===== src/rtl/decrypt_pipe_unscramble_unshift.sv =====
`default_nettype none
// ============================================================================
// Module   : decrypt_pipe_unscramble_unshift
// Brief    : Two-stage decrypt pipeline: bit unscramble + classify, then
//            alphabetic un-shift, with valid/ready flow control and a counter.
// Revision : 1.0 - initial release
// ============================================================================
module decrypt_pipe_unscramble_unshift #(
    parameter int CNT_W = 16
) (
    input  logic             clk,
    input  logic             rst,
    input  logic             in_valid,
    output logic             in_ready,
    input  logic [7:0]       din,
    input  logic             mode,
    input  logic             shift_en,
    input  logic [2:0]       shift_amt,
    output logic             out_valid,
    input  logic             out_ready,
    output logic [7:0]       data_out,
    output logic [CNT_W-1:0] char_cnt
);

    // Scramble map: the encrypter builds s[i] = p[PERM_i]; element i sits at bits [3i+:3].
    localparam logic [23:0] c_PERM = {3'd6, 3'd3, 3'd4, 3'd1, 3'd7, 3'd0, 3'd5, 3'd2};
    localparam logic [7:0]  c_UPPER_BASE = 8'd65;
    localparam logic [7:0]  c_LOWER_BASE = 8'd97;

    logic       r_s1_valid;
    logic [7:0] r_s1_u;
    logic       r_s1_upper;
    logic       r_s1_lower;
    logic       r_s1_mode;
    logic       r_s1_shift_en;
    logic [2:0] r_s1_shift_amt;
    logic       r_s2_valid;

    logic       w_s2_load;
    logic       w_s1_adv;
    logic [7:0] w_unscr;
    logic [7:0] w_u;
    logic [7:0] w_base;
    logic [4:0] w_idx;
    logic [4:0] w_amt;
    logic [4:0] w_res;
    logic [7:0] w_s2_data;

    assign w_s2_load = !r_s2_valid || out_ready;
    assign w_s1_adv  = !r_s1_valid || w_s2_load;
    assign in_ready  = w_s1_adv;
    assign out_valid = r_s2_valid;

    generate
        for (genvar i = 0; i < 8; i++) begin : g_unscramble
            assign w_unscr[c_PERM[3*i +: 3]] = din[i];
        end
    endgenerate

    assign w_u = mode ? din : w_unscr;

    always_ff @(posedge clk) begin
        if (rst) begin
            r_s1_valid <= 1'b0;
        end else if (w_s1_adv) begin
            r_s1_valid <= in_valid;
            if (in_valid) begin
                r_s1_u         <= w_u;
                r_s1_upper     <= (w_u >= 8'd65) && (w_u <= 8'd90);
                r_s1_lower     <= (w_u >= 8'd97) && (w_u <= 8'd122);
                r_s1_mode      <= mode;
                r_s1_shift_en  <= shift_en;
                r_s1_shift_amt <= shift_amt;
            end
        end
    end

    // Index never exceeds 25 and the wrap branch only runs when idx < amt,
    // so idx + (26 - amt) stays within 5 bits.
    assign w_base = r_s1_upper ? c_UPPER_BASE : c_LOWER_BASE;
    assign w_idx  = 5'(r_s1_u - w_base);
    assign w_amt  = {2'b00, r_s1_shift_amt};
    assign w_res  = (w_idx >= w_amt) ? (w_idx - w_amt) : (w_idx + (5'd26 - w_amt));

    always_comb begin
        w_s2_data = r_s1_u;
        if (!r_s1_mode && r_s1_shift_en && (r_s1_upper || r_s1_lower))
            w_s2_data = w_base + {3'b000, w_res};
    end

    always_ff @(posedge clk) begin
        if (rst) begin
            r_s2_valid <= 1'b0;
            data_out   <= 8'h00;
        end else if (w_s2_load) begin
            r_s2_valid <= r_s1_valid;
            if (r_s1_valid)
                data_out <= w_s2_data;
        end
    end

    always_ff @(posedge clk) begin
        if (rst)
            char_cnt <= '0;
        else if (r_s2_valid && out_ready)
            char_cnt <= char_cnt + 1'b1;
    end

endmodule
`default_nettype wire


===== config.mk =====
export PLATFORM = sky130hd
export DESIGN_NAME = decrypt_pipe_unscramble_unshift
export DESIGN_NICKNAME = d
export VERILOG_FILES = /design/src/rtl/decrypt_pipe_unscramble_unshift.sv
export SDC_FILE = /design/constraint.sdc
export NUM_CORES = 1
export LEC_CHECK = 0
export BUFFER_PORTS_ARGS = -buffer_cell sky130_fd_sc_hd__buf_2
export CORE_ASPECT_RATIO = 1.25
export CORE_MARGIN = 2
export CORE_UTILIZATION = 54
export CTS_BUF_LIST = sky130_fd_sc_hd__clkbuf_4
export CTS_CLUSTER_DIAMETER = 80
export CTS_CLUSTER_SIZE = 14
export DETAILED_ROUTE_END_ITERATION = 12
export HOLD_SLACK_MARGIN = 0.08
export PLACE_DENSITY = 0.76
export SLEW_MARGIN = 30
export SYNTH_ARGS = -nofsm -noshare
export SYNTH_HDL_FRONTEND = slang
export SYNTH_SLANG_ARGS = --single-unit

===== constraint.sdc =====
create_clock -name clk -period 7.65 [get_ports clk]
set_input_delay 0.3825 -clock clk [delete_from_list [all_inputs] [get_ports clk]]
set_output_delay 0.3825 -clock clk [all_outputs]
set_load 0.01 [all_outputs]

==> results.ini <==
[outcome]
status=finished, final reports clean

[clocking]
cts_max_path_buffers=2
htreeDepth=2
insertion_delay_ns=0.35
cts_buffers=5
ctsHoldBuffers=0
clockRootBuffer=clkbuf_4
cts_tree=done
postCtsSetupBuffers=0
numClockSinks=41
cts.repair.resized=0
clk_pin_slew_worst_paths_ns=0.12

[power_and_ir_drop]
irDropWorstVdd_mv=0.1321
pwr-share-clk_pct=29.8
swShare_pct=26.96
comb_power_share_pct=18.6
p_int_mw=0.3394
switching_power_mw=0.1253
p_per_area_nw_per_um2=177.9
power.total_mw=0.4647
seqPwrFrac_pct=51.6
p_leak_nw=1.122

[critical_path]
start_kind=flip-flop
max_stage_delay_ns=0.48
crit_required_ns=7.88
rr_worst_depth=12
cp-end-kind=flip-flop
cp_common_cell=ha_1
r2r-end=data_out[6]
slowest_stage=edfxtp_1
path_class=flip-flop to flip-flop
cp_max_fo=5
r2r-start=r_s1_u[0]
crit_chain=inv_1 -> ha_1 -> xor2_1 -> ha_1 -> a21oi_1 -> o21ai_0 -> nor3_1 -> xnor2_1 -> ha_1 -> o221ai_2 -> nor4_1 -> o41ai_2
r2r_slack_ns=4.54
arrival_ns=3.34

[global_route]
antenna_found_initial=0
grt_first_pass_wirelength_mm=7.859
grt_pass1_vias=1773
overflow=0
grt_max_degree=29
grt_usage_pct=20.47

[worst_hold_path]
hold_end=r_s1_shift_amt[1]
hp-start=shift_amt[1]
min_path_type=input pin to flip-flop
min_path_cells=1

[sta]
tightestPinTransition_ns=0.6390
finalHoldViolCount=0
rsz0062_at_grt=false
slew_headroom_pct=57.31
period_needed_ns=3.110
setup_violations=0
finalCritPeriodShare_pct=40.66
setup_tns_ns=0
maxSlewViolCount=0
skew_ns=0.006670
fmax_mhz=321.5

[drt]
totalWireLength_mm=4.568
drc=0
drt_first_pass_iters=4
drt_first_iter_violations=63
routed-via-count=1831
via_per_inst=5.449
post_drt_wl_per_cell_microns=13.60
ant_nets=0

[job]
maxCapViolCount=0

[placement]
place_congestion=0.8816
portBuffers=42
dp_hpwl_mm=3.462

[finish]
area_growth_pct=14.36
antennaDiodeCount=0
nFillCells=343
fin_nets=307
drive_gt1_share_pct=23.57
multiInputGateArea_sq_um=1234
seqCellArea_sq_um=970.9

[synth]
synthFlopType=dfxtp_1
synthTopCellsByArea=dfxtp_1 (23%), edfxtp_1 (20%), xor2_1 (5.8%)
yosys_warnings=0
synth_edf_count=15
ys_ff_latch=41
synth_top_cell_area_share_pct=22.79
synth_nets=266
ys_types=53
syn_avg_cell_area_sq_um=9.594
synthCells=238
mappedNetlistArea_sq_um=2283
yosysTopAreaCell=dfxtp_1
ys_seq_area_share_pct=42.52
synthArstFlopShare_pct=0

[floorplan]
start_util_pct=56.15
die_area_sq_um=4768
ios=43
dieWidth_microns=62.16
die_h_microns=76.71
rows=26
core_sq_um=4066

## state kept, by name, indices dropped and copies added, names as in the netlist
signal          flops
char_cnt           16
data_out            8
r_s1_u              8
r_s1_shift_amt      3
out_valid           1
r_s1_lower          1
r_s1_mode           1
r_s1_shift_en       1
r_s1_upper          1
r_s1_valid          1
## per-stage QoR
step | utilization [%] | instance area [sq um] | hold WS (ns) | setup WS, ns | cells
after floorplan | - | 2283 | 0.4814 | 4.995 | 238
after global placement | 62.31 | 2534 | 0.4705 | 4.664 | 328
after detailed placement | 62.31 | 2534 | 0.4711 | 4.578 | 328
after CTS | 64.22 | 2611 | 0.1894 | 4.571 | 336
after global routing | 64.22 | 2611 | 0.1878 | 4.323 | 336
final | 64.22 | 2611 | 0.2076 | 4.540 | 336
## critical path, delay by kind of cell (launching register included)
family	cells	cell delay, ns
simple gates	2	0.51
flops	1	0.48
fa+ha+maj	3	0.73
buf+inv	1	0.09
xor+xnor	2	0.35
compound gates	4	0.82
## cell families after synthesis
family,after synthesis,synth area share (%)
XOR/XNOR,23,8.822
multiplexers,10,4.657
adder cells (fa/ha/maj),11,6.356
flip-flops,41,42.52
AO/OA/AOI/OAI,39,12.99
AND/OR/NAND/NOR,93,21.20
buffers and inverters,21,3.452
## cell usage after synthesis (all sizes together), types with 2 or more instances
cell type	number
clkbuf	7
nand3b	2
xnor2	8
xor2	15
and2	3
o21a	2
nor4	2
or2	2
nand3	7
nor3	4
and4	4
nand2b	3
edfxtp	15
a21oi	10
dfxtp	26
a31oi	2
o22ai	3
mux2	5
a211oi	4
nand4	4
mux2i	5
o21ai	5
inv	13
and3	3
nand2	14
or3	2
nor2	35
nor2b	5
ha	10
## final cells by class
| class | count | share of cell area [%] |
|---|---|---|
| clock buffer | 5 | 1.437 |
| clock inverter | 3 | 1.533 |
| inverter | 13 | 1.869 |
| multi-input combinational | 176 | 47.24 |
| sequential | 41 | 37.18 |
| tap | 56 | 2.683 |
| timing repair buffer | 42 | 8.050 |
## power groups by stage
stage	logic, mW	clock network, mW	registers, mW
floorplan	0.0619	0	0.245
global placement	0.0842	0	0.244
detailed placement	0.0852	0	0.245
CTS	0.0860	0.143	0.240
global route	0.0963	0.151	0.241
finish	0.0863	0.139	0.240
## cell usage in the layout, fill, tap and decap left out, types with 3 or more instances in the layout
master,instances
a211oi_1,3
a21oi_1,9
and3_1,3
and4_1,3
buf_2,42
clkbuf_4,5
dfxtp_1,26
edfxtp_1,15
ha_1,10
inv_1,13
mux2_2,5
mux2i_1,5
nand2_1,14
nand2b_1,3
nand3_1,7
nand4_1,4
nor2_1,34
nor2b_1,5
nor3_1,3
o21ai_0,5
o22ai_1,3
xnor2_1,8
xor2_1,15
## routing by layer
layer	up-vias	global-route usage, %	share of wire (%)
met5	-	0	0
met4	0	10.89	3.5
met3	15	3.519	4.0
met2	46	37.07	51
met1	838	22.76	42
li1	932	-	-
## how the worst max path moves through the flow
stage                     slack, ns  cells after the start       from           to
after global placement         4.66                     12  r_s1_u[0]  data_out[6]
after global routing           4.32                     12  r_s1_u[0]  data_out[6]
final                          4.54                     12  r_s1_u[0]  data_out[6]
after floorplan                4.99                     12  r_s1_u[0]  data_out[6]
after CTS                      4.57                     12  r_s1_u[0]  data_out[6]
after detailed placement       4.58                     12  r_s1_u[0]  data_out[6]
Note: power is estimated with default switching activity, not from simulation.
